### src/rtl/pipo_pkg.sv
// Shared definitions for the parallel register and its downstream frame serializer.
package pipo_pkg;

  localparam int PIPO_WIDTH = 10;
  localparam logic LINE_IDLE = 1'b1;

  typedef enum logic [2:0] {
    IDLE,
    START,
    DATA,
    PARITY,
    STOP
  } ser_state_t;

endpackage

### src/rtl/piso_frame_serializer.sv
// Frames a parallel word as start / WIDTH data / optional even parity / stop on a
// high-idle serial line, with a valid/ready handshake toward the upstream register.
module piso_frame_serializer
  import pipo_pkg::*;
#(
  parameter int WIDTH     = PIPO_WIDTH,
  parameter bit PARITY_EN = 1'b1,
  parameter bit MSB_FIRST = 1'b1
) (
  input  logic             clk,
  input  logic             reset,
  input  logic [WIDTH-1:0] in_data,
  input  logic             in_valid,
  output logic             in_ready,
  output logic             ser_out,
  output logic             busy,
  output logic             done
);

  localparam int CW = (WIDTH > 1) ? $clog2(WIDTH) : 1;
  localparam logic [CW-1:0] CNT_LAST = CW'(WIDTH - 1);

  ser_state_t       state_q, state_d;
  logic [WIDTH-1:0] shreg_q;
  logic [CW-1:0]    cnt_q;
  logic             par_q;
  logic             accept;
  logic             ser_d, busy_d, done_d;

  assign in_ready = (state_q == IDLE) || (state_q == STOP);
  assign accept   = in_valid && in_ready;

  always_ff @(posedge clk or posedge reset) begin
    if (reset) state_q <= IDLE;
    else       state_q <= state_d;
  end

  always_comb begin
    state_d = state_q;
    unique case (state_q)
      IDLE:    if (accept) state_d = START;
      START:   state_d = DATA;
      DATA:    if (cnt_q == CNT_LAST) state_d = PARITY_EN ? PARITY : STOP;
      PARITY:  state_d = STOP;
      STOP:    state_d = accept ? START : IDLE;
      default: state_d = IDLE;
    endcase
  end

  // Line values are decided from the state being entered so they register with it.
  always_comb begin
    ser_d  = LINE_IDLE;
    busy_d = 1'b1;
    done_d = 1'b0;
    unique case (state_d)
      IDLE:    busy_d = 1'b0;
      START:   ser_d  = 1'b0;
      DATA:    ser_d  = MSB_FIRST ? shreg_q[WIDTH-1] : shreg_q[0];
      PARITY:  ser_d  = par_q;
      STOP:    done_d = 1'b1;
      default: busy_d = 1'b0;
    endcase
  end

  always_ff @(posedge clk or posedge reset) begin
    if (reset) begin
      ser_out <= LINE_IDLE;
      busy    <= 1'b0;
      done    <= 1'b0;
    end else begin
      ser_out <= ser_d;
      busy    <= busy_d;
      done    <= done_d;
    end
  end

  // Parity is taken from the word at capture; the shift register advances as each bit is sent.
  always_ff @(posedge clk or posedge reset) begin
    if (reset) begin
      shreg_q <= '0;
      par_q   <= 1'b0;
      cnt_q   <= '0;
    end else if (accept) begin
      shreg_q <= in_data;
      par_q   <= ^in_data;
      cnt_q   <= '0;
    end else if (state_d == DATA) begin
      shreg_q <= MSB_FIRST ? (shreg_q << 1) : (shreg_q >> 1);
      if (state_q == DATA) cnt_q <= cnt_q + CW'(1);
    end
  end

endmodule

### config.mk
export PLATFORM = sky130hd
export DESIGN_NAME = piso_frame_serializer
export DESIGN_NICKNAME = d
export VERILOG_FILES = /design/src/rtl/pipo_pkg.sv /design/src/rtl/piso_frame_serializer.sv
export SDC_FILE = /design/constraint.sdc
export NUM_CORES = 1
export LEC_CHECK = 0
export CORE_ASPECT_RATIO = 1.5
export CORE_UTILIZATION = 53
export DETAILED_ROUTE_END_ITERATION = 8
export GPL_TIMING_DRIVEN = 0
export PLACE_DENSITY_LB_ADDON = 0.2
export REMOVE_ABC_BUFFERS = 1
export SYNTH_ARGS = -nofsm -noshare
export SYNTH_HDL_FRONTEND = slang
export SYNTH_SLANG_ARGS = --single-unit
### constraint.sdc
create_clock -name clk -period 2 [get_ports clk]
set_clock_uncertainty 0.1 [all_clocks]
set_input_delay 0.2 -clock clk [delete_from_list [all_inputs] [get_ports clk]]
set_output_delay 0.2 -clock clk [all_outputs]
set_load 0.05 [all_outputs]
==> summary by stage, run 1 <==
Run status
The flow ran to the end, and the final reports show no timing, DRC or antenna violations.

Global routing
In the global route stage, overall resource usage came out at 0.209. The initial antenna violation count came to 0. Entering global routing, the biggest net connects 28 pins. The first global-routing pass estimated 3490 µm of wire. The total overflow reported by the global router is 0. The via count of the first global-routing pass is 855.

Power and ir drop
The fraction of power consumed by the clock network is 0.100. The power spent charging and discharging nets is 0.000897 W. In this run the static leakage power is approximately 0.6 nW.

The part of the total power dissipated in sequential elements is 0.407. Cell internal power was estimated by the tool at about 0.0012 W. The power density over the cells is ~1500 mW/mm². The share of total power in combinational logic is 0.494. The sum of internal, switching and leakage power is around 0.0021 W. Of the total power, the share spent switching nets is 0.436.

The worst vdd rail ir drop is between 0.0009 and 0.001 V.

Setup path
The endpoint class of the critical path is an output pin. The endpoint required time on the critical path is around 1.7 ns. The endpoint arrival time on the critical path is 1.62 ns. The slowest stage of the critical path belongs to the cell sky130_fd_sc_hd__clkdlybuf4s50_1. The type of the worst setup path is flop to output pin. The signal on the critical path passes through clkdlybuf4s50_1. The worst setup path is launched from a flop. The cell type group with the largest total delay on the critical path is buffers and inverters. For this run, the slowest stage of the critical path takes around 0.79 ns. Along the worst path, the maximum fanout reaches 1. The number of buffers and inverters on the critical path is 1.

Final layout
0 antenna diodes ended up in the layout. From synthesis to final layout, the design area changed by 13.8%. The fraction of final layout cells with drive strength greater than 1 is 0.0741.

The number of standard cells in the layout, taps in and fillers out is between 150 and 200. The final layout contains 151 nets.

Timing
The setup violation total in the final timing report is 0. Setup repair after global routing left no endpoint under its margin. The count of pins over their slew limit was 0.

The period utilization is 0.962. The tightest slew margin relative to the limit is 0.487. The number of hold-slack violations in the final timing report is 0. For the pin with the worst max-slew slack, the measured transition is 0.769 ns. The minimum clock period after layout is 1.92 ns. The peak clock frequency supported by timing is between 0.5 and 0.6 GHz. The worst hold margin is approximately 0.22 ns.

The accumulated negative setup slack is 0 ns.

CTS
In this run the clock root is driven by a sky130_fd_sc_hd__clkbuf_4. TritonCTS built the clock tree. The number of H-tree levels is 1. At the later pin of the worst-skew pair, clock insertion delay measures ~0.31 ns.

Buffers added to address setup during post-CTS repair amount to 0. The clock net in this run drives a total of 21 sinks. Counting along the longest clock path gives a buffer depth of 2. The clock transition at the registers of the reported paths is around 0.11 ns. Counting the buffers created by CTS gives 3.

Route
The number of remaining DRC errors is 0. In the routed layout, each cell is associated on average with a via count of around 5.8. The detailed router's first-iteration violation count is 23. The routed via count is around 900. The first TritonRoute pass finished after 4 iterations. The residual antenna-violating net count after detailed routing is 0. In the final routed layout, each cell accounts on average for approximately 14 µm.

The wire length after detailed routing is 2170 µm.

Logic synthesis
In this run, synthesis inferred 0 flip-flops with an integrated enable. The predominant post-synthesis flop cell is sky130_fd_sc_hd__dfrtp_1. The area share of the leading cell type in the synthesized netlist is 0.416. Yosys instantiated no cell more often than sky130_fd_sc_hd__dfrtp_1.

Sorting the synthesized cells by how often they occur yields 20 x sky130_fd_sc_hd__dfrtp_1, 15 x sky130_fd_sc_hd__nor2_1, 14 x sky130_fd_sc_hd__nand2_1. After technology mapping, the gate count stands at about 120. In this run, synthesis produced a sequential element count of 21. For this run, the number of Yosys warnings is 0. After synthesis, the mean cell area works out to approximately 9.8 µm². The register area share after synthesis is 0.438. The number of library cell types mapped by synthesis is 28. sky130_fd_sc_hd__dfrtp_1 takes more of the synthesized area than any other cell. The synthesized cell area is between 0.001 and 0.0015 mm². The fraction of synthesis flops using an asynchronous set or reset pin is 1.00. Yosys attributes the largest share of cell area to sky130_fd_sc_hd__dfrtp_1 42%, sky130_fd_sc_hd__mux2i_1 5.8%, sky130_fd_sc_hd__xnor2_1 5.8%.

Die
The count of pins on the block boundary is 17. The initialized floorplan defines 20 standard-cell rows. The initial utilization of the core area, before any placement, comes to 0.579. The die covers approximately 0.0025 mm². After floorplanning, the core was sized to cover slightly above 0.002 mm². The vertical die dimension is 60.3 µm. Measured along the x axis, the die boundary spans 40.9 µm.

Placement
Summed over all nets, the half-perimeter wirelength after detailed placement is roughly 1600 µm. At the end of routability-driven placement, the weighted congestion stood at about 0.75. The number of port buffers is 16. The number of cells in the design after placement is approximately 150.

Hold path
The tightest min-delay check is of the input port to asynchronous set/reset pin type.

Job
Across the run, the number of max-cap violations was 0.
==> metal layers <==
| layer | vias to the layer above | GRT usage | wire (µm) |
|---|---|---|---|
| met5 | - | 0 | 0 |
| met1 | 436 | 0.228 | 917 |
| li1 | 449 | - | - |
| met3 | 5 | 0.0220 | 41 |
| met2 | 14 | 0.368 | 1160 |
| met4 | 0 | 0.114 | 51 |
==> power by group through the flow <==
stage | registers, W | clock network (W) | logic (W)
floorplan | 0.000882 | 0 | 0.000713
global placement | 0.000832 | 0 | 0.000993
detailed placement | 0.000844 | 0 | 0.00103
CTS | 0.000835 | 0.000213 | 0.00103
global route | 0.000865 | 0.000223 | 0.00112
finish | 0.000837 | 0.000205 | 0.00102
==> flip-flops by register name, indices dropped and copies added, names as in the netlist <==
name / cells
busy: 1
shreg_q: 10
done: 1
ser_out: 1
state_q: 3
par_q: 1
cnt_q: 4
==> cell families after synthesis <==
kind of cell    after synthesis  synth area share
compound gates               25             0.126
mux                           7            0.0583
flops                        21             0.438
buf+inv                      10            0.0479
fa+ha+maj                     2            0.0208
xor+xnor                     12            0.0989
simple gates                 46             0.210
==> path summary, 6_finish.rpt <==
kind | startpoint | to | slack (ns) | cells past startpoint
worst max register to register | state_q[0] | busy | 0.09 | 3
worst min-delay path | reset | shreg_q[8] | 0.22 | 2
max in group asynchronous | reset | shreg_q[3] | 1.10 | 2
worst min register to register | shreg_q[0] | shreg_q[0] | 0.43 | 2
worst max-delay path | ser_out | ser_out | 0.08 | 1
min in group clk | in_data[0] | shreg_q[0] | 0.37 | 3
==> worst register-to-register path, delay by kind of cell, from the launching register on <==
family / cells / cell delay [ns]
AND/OR/NAND/NOR: 3 / 0.97
flip-flops: 1 / 0.73
==> repair_timing <==
item | 4_1_cts | 5_1_grt
hold endpoints to repair | 0 | 0
hold buffers | 0 | 0
setup endpoints to repair | 13 | 0
gates resized for setup | 4 | 0
==> placed cells by master, fill, tap and decap left out, types with 2 or more instances in the layout <==
cell type,n
sky130_fd_sc_hd__a21oi_1,9
sky130_fd_sc_hd__xor2_1,3
sky130_fd_sc_hd__clkdlybuf4s50_1,15
sky130_fd_sc_hd__o21ai_1,9
sky130_fd_sc_hd__nor2_1,15
sky130_fd_sc_hd__xnor2_1,8
sky130_fd_sc_hd__nand2b_1,4
sky130_fd_sc_hd__a221oi_1,4
sky130_fd_sc_hd__nand2_1,14
sky130_fd_sc_hd__dfrtp_1,20
sky130_fd_sc_hd__nand3b_1,4
sky130_fd_sc_hd__ha_1,2
sky130_fd_sc_hd__clkbuf_4,3
sky130_fd_sc_hd__mux2i_1,7
sky130_fd_sc_hd__inv_1,2
==> cell type report <==
type | instances | area, µm²
repair buffers | 16 | 161
flip-flops and latches | 21 | 527
clock buffers | 4 | 26.3
well taps | 22 | 27.5
multi-input cells | 92 | 619
fillers | 188 | 708
inverters | 2 | 7.51
==> per-stage QoR <==
stage / util / setup slack [ns] / area [µm²]
3_5_place_dp: 0.645 / -0.0456 / 1340
2_1_floorplan: - / -0.338 / 1150
3_3_place_gp: 0.645 / -0.0105 / 1340
4_1_cts: 0.659 / 0.0700 / 1370
6_report: 0.659 / 0.0751 / 1370
5_1_grt: 0.659 / 0.00197 / 1370
No activity file was read; power rests on OpenSTA's default activity.
==> inputs of run 2 (changes only) <==
--- a/config.mk
+++ b/config.mk
@@ -5,12 +5,15 @@
 export SDC_FILE = /design/constraint.sdc
 export NUM_CORES = 1
 export LEC_CHECK = 0
+export CELL_PAD_IN_SITES_DETAIL_PLACEMENT = 0
+export CELL_PAD_IN_SITES_GLOBAL_PLACEMENT = 2
 export CORE_ASPECT_RATIO = 1.5
-export CORE_UTILIZATION = 53
+export CORE_UTILIZATION = 33
 export DETAILED_ROUTE_END_ITERATION = 8
 export GPL_TIMING_DRIVEN = 0
 export PLACE_DENSITY_LB_ADDON = 0.2
 export REMOVE_ABC_BUFFERS = 1
+export SLEW_MARGIN = 10
 export SYNTH_ARGS = -nofsm -noshare
 export SYNTH_HDL_FRONTEND = slang
 export SYNTH_SLANG_ARGS = --single-unit
==> run 2 against run 1 <==
Compared with the run above: register-to-register slack gained 0.07 ns; flip-flop and latch count unchanged; design area rose by 2.8%; non-clock buffer count stayed put.
==> summary by stage, run 2 (synthesis results as in run 1) <==
CTS
The clock net in this run drives a total of 21 sinks. The number of CTS-inserted buffers is 3. The clock transition at the registers of the reported paths is around 0.070 ns. The number of hold buffers added after CTS is 0. CTS placed an instance of sky130_fd_sc_hd__clkbuf_8 at the clock tree root.

The post-CTS setup-driven buffer insertion count is 0. The clock reaches the later pin of the worst-skew pair after between 0.2 and 0.3 ns. The clock tree from TritonCTS is done. The number of H-tree levels is 1. The clock passes through at most 2 buffers.

Timing
Setup repair after global routing left no endpoint under its margin. The count of pins over their slew limit is 0. The number of hold-slack violations in the final timing report was 0.

At the pin with the least slew margin, the transition time is approximately 0.80 ns. The tightest slew margin relative to the limit is 0.465. The minimum clock period after layout is 1.86 ns. In the finished design, the share of the clock period the worst path needs comes to 0.931. The setup violation total in the final timing report is 0. The peak clock frequency supported by timing is approximately 0.54 GHz.

Global routing
The wire length of the first global-routing pass is around 4200 µm. The total overflow left after global routing is 0. The initial antenna violation count came to 0. The routing usage on met2 is 0.236. For this run, the total global-route usage over all layers was measured as 0.142. The global routing met3 resource utilization is 0.0241. After global routing, the most crowded layer is met2.

The maximum number of pins on one net before global-route repair is 28. The met1 capacity usage during global routing is 0.183. The via count of the first global-routing pass is ~860.

Setup path
The critical path startpoint category is a flop. The critical path is of the flop to output pin type. The highest-delay cell along the critical path is sky130_fd_sc_hd__clkdlybuf4s50_1. The cell type group with the largest total delay on the critical path is buffers and inverters. The endpoint class of the critical path is an output pin. In this run the worst path has a maximum fanout of 1. The critical path goes through clkdlybuf4s50_1. The stage delay of the slowest cell on the critical path is between 0.7 and 0.8 ns. For the worst setup path, the data required time is roughly 1.7 ns. The endpoint arrival time on the critical path is roughly 1.6 ns. The critical path buffer and inverter count is 1.

Placement
The placed standard-cell area is approximately 0.0014 mm². The wire-length estimate of the detail-placed layout is 1690 µm. The number of port buffers is 16. The routability-driven placement congestion ratio is slightly below 0.8.

Power and ir drop
The switching share of power is 0.427. The part of the total power dissipated in sequential elements is 0.395. For this design the ratio of total power to cell area is around 1500 mW/mm².

The share of total power in combinational logic is 0.475. The internal portion of the total power is between 0.001 and 0.0015 W. The analysis attributes to cell leakage a power of between 0.6 and 0.7 nW. The power spent charging and discharging nets is around 0.0009 W. The worst vdd rail ir drop is 0.000751 V. The share of total power dissipated in the clock network is 0.130.

Route
The routed via count is around 870. The routed length per placed instance is between 10 and 15 µm. After detailed routing, the number of remaining DRC violations is 0. The first routing iteration left 29 violations. Before antenna repair, the detailed router went through 4 iterations.

The detail route stage leaves a number of antenna-violating nets equal to 0. The via density per instance is 4.89. The wire length after detailed routing is between 2000 and 2500 µm.

Final layout
After routing the design area is ~0.0014 mm². In the final layout, the multi-input gates occupy between 600 and 700 µm². The antenna cell count is 0. In the final layout, the registers with the most flip-flops are shreg_q x10, cnt_q x4, state_q x3. After the last flow step, the layout net total stands at around 150.

Measured on the finished design, the core utilization comes to 0.408. The register with the most flip-flops in the final layout is shreg_q. The number of inserted filler cells in the final layout is roughly 370. The area used by sequential logic in the layout is around 530 µm². Of the cells placed in the final design, the portion with a size suffix greater than 1 is 0.0815. Compared with the post-synthesis result, the final layout area differs by 17.1%. Leaving out fill and tap cells, the most frequent cell in the layout is sky130_fd_sc_hd__dfrtp_1. In the layout the commonest cells are 19 x sky130_fd_sc_hd__dfrtp_1, 15 x sky130_fd_sc_hd__nor2_1, 15 x sky130_fd_sc_hd__clkdlybuf4s50_1, 14 x sky130_fd_sc_hd__nand2_1. The number of flip-flops in the largest register is 10.

Run status
The flow ran to the end, and the final reports show no timing, DRC or antenna violations.

Job
The count of max-cap constraint violations is 0.

Die
The core region is around 0.0034 mm². The number of placement rows is 26. The starting utilization of the core area is 0.349. The chip width is ~51 µm. The count of pins on the block boundary is 17. The floorplan step set the die height to ~76 µm. The area of the die is approximately 0.0039 mm².

Hold path
The worst hold-check path type is input port to asynchronous set/reset pin.
## run 2: changes by cell type in the layout (fill, tap and decap cells not counted)
cell	before	now
sky130_fd_sc_hd__clkbuf_4	3	0
sky130_fd_sc_hd__clkbuf_8	0	3
sky130_fd_sc_hd__clkbuf_2	0	1
sky130_fd_sc_hd__clkdlybuf4s15_2	1	0
sky130_fd_sc_hd__dfrtp_1	20	19
sky130_fd_sc_hd__dfrtp_2	0	1
## run 2: final timing paths
path,start,endpoint,slack [ns],depth (start not counted)
setup reg to reg,state_q[1],cnt_q[1],0.16,4
max in group asynchronous,reset,state_q[0],0.96,2
hold / removal,reset,par_q,0.29,2
setup / recovery,ser_out,ser_out,0.14,1
hold reg to reg,shreg_q[0],shreg_q[0],0.42,2
min in group clk,in_data[0],shreg_q[0],0.42,3
## run 2: cell type report
cell class              count  share of cell area
clock buffers               4              0.0320
inverters                   2             0.00533
multi-input cells          92               0.440
flip-flops and latches     21               0.375
well taps                  42              0.0373
repair buffers             16               0.110
## run 2: power by group through the flow
stage	clock network, W	registers, W	logic (W)
after floorplan	0	0.000882	0.000713
after global placement	0	0.000842	0.00102
after detailed placement	0	0.000850	0.00103
final	0.000276	0.000839	0.00101
after global routing	0.000307	0.000876	0.00114
after CTS	0.000287	0.000838	0.00103
## run 2: metal layers
metal  share of wire  routed length [µm]
met1            0.45                1040
met2            0.52                1190
met3           0.018                  41
met4           0.014                  33
met5               0                   0
## run 2: through the flow
stage	hold slack [ns]	std cells	worst slack, ns	power [W]	TNS, ns
final	0.294	177	0.139	0.00212	0
after global routing	0.397	177	0.00632	0.00232	0
after CTS	0.334	177	0.0305	0.00215	0
after detailed placement	0.415	173	-0.106	0.00188	-0.537
after global placement	0.410	173	-0.115	0.00186	-0.420
after floorplan	0.0758	115	-0.338	0.00159	-4.79
## run 2: timing repair
action | 4_1_cts | 5_1_grt
setup endpoints to repair | 13 | 2
pin swaps | 0 | 0
resized for setup | 2 | 3
==> inputs of run 3 (changes only) <==
--- a/config.mk
+++ b/config.mk
@@ -9,6 +9,7 @@
 export CELL_PAD_IN_SITES_GLOBAL_PLACEMENT = 2
 export CORE_ASPECT_RATIO = 1.5
 export CORE_UTILIZATION = 33
+export CTS_CLUSTER_SIZE = 16
 export DETAILED_ROUTE_END_ITERATION = 8
 export GPL_TIMING_DRIVEN = 0
 export PLACE_DENSITY_LB_ADDON = 0.2
==> results of run 3 <==
No change in the layout: final DEF, timing and power equal those of run 2.
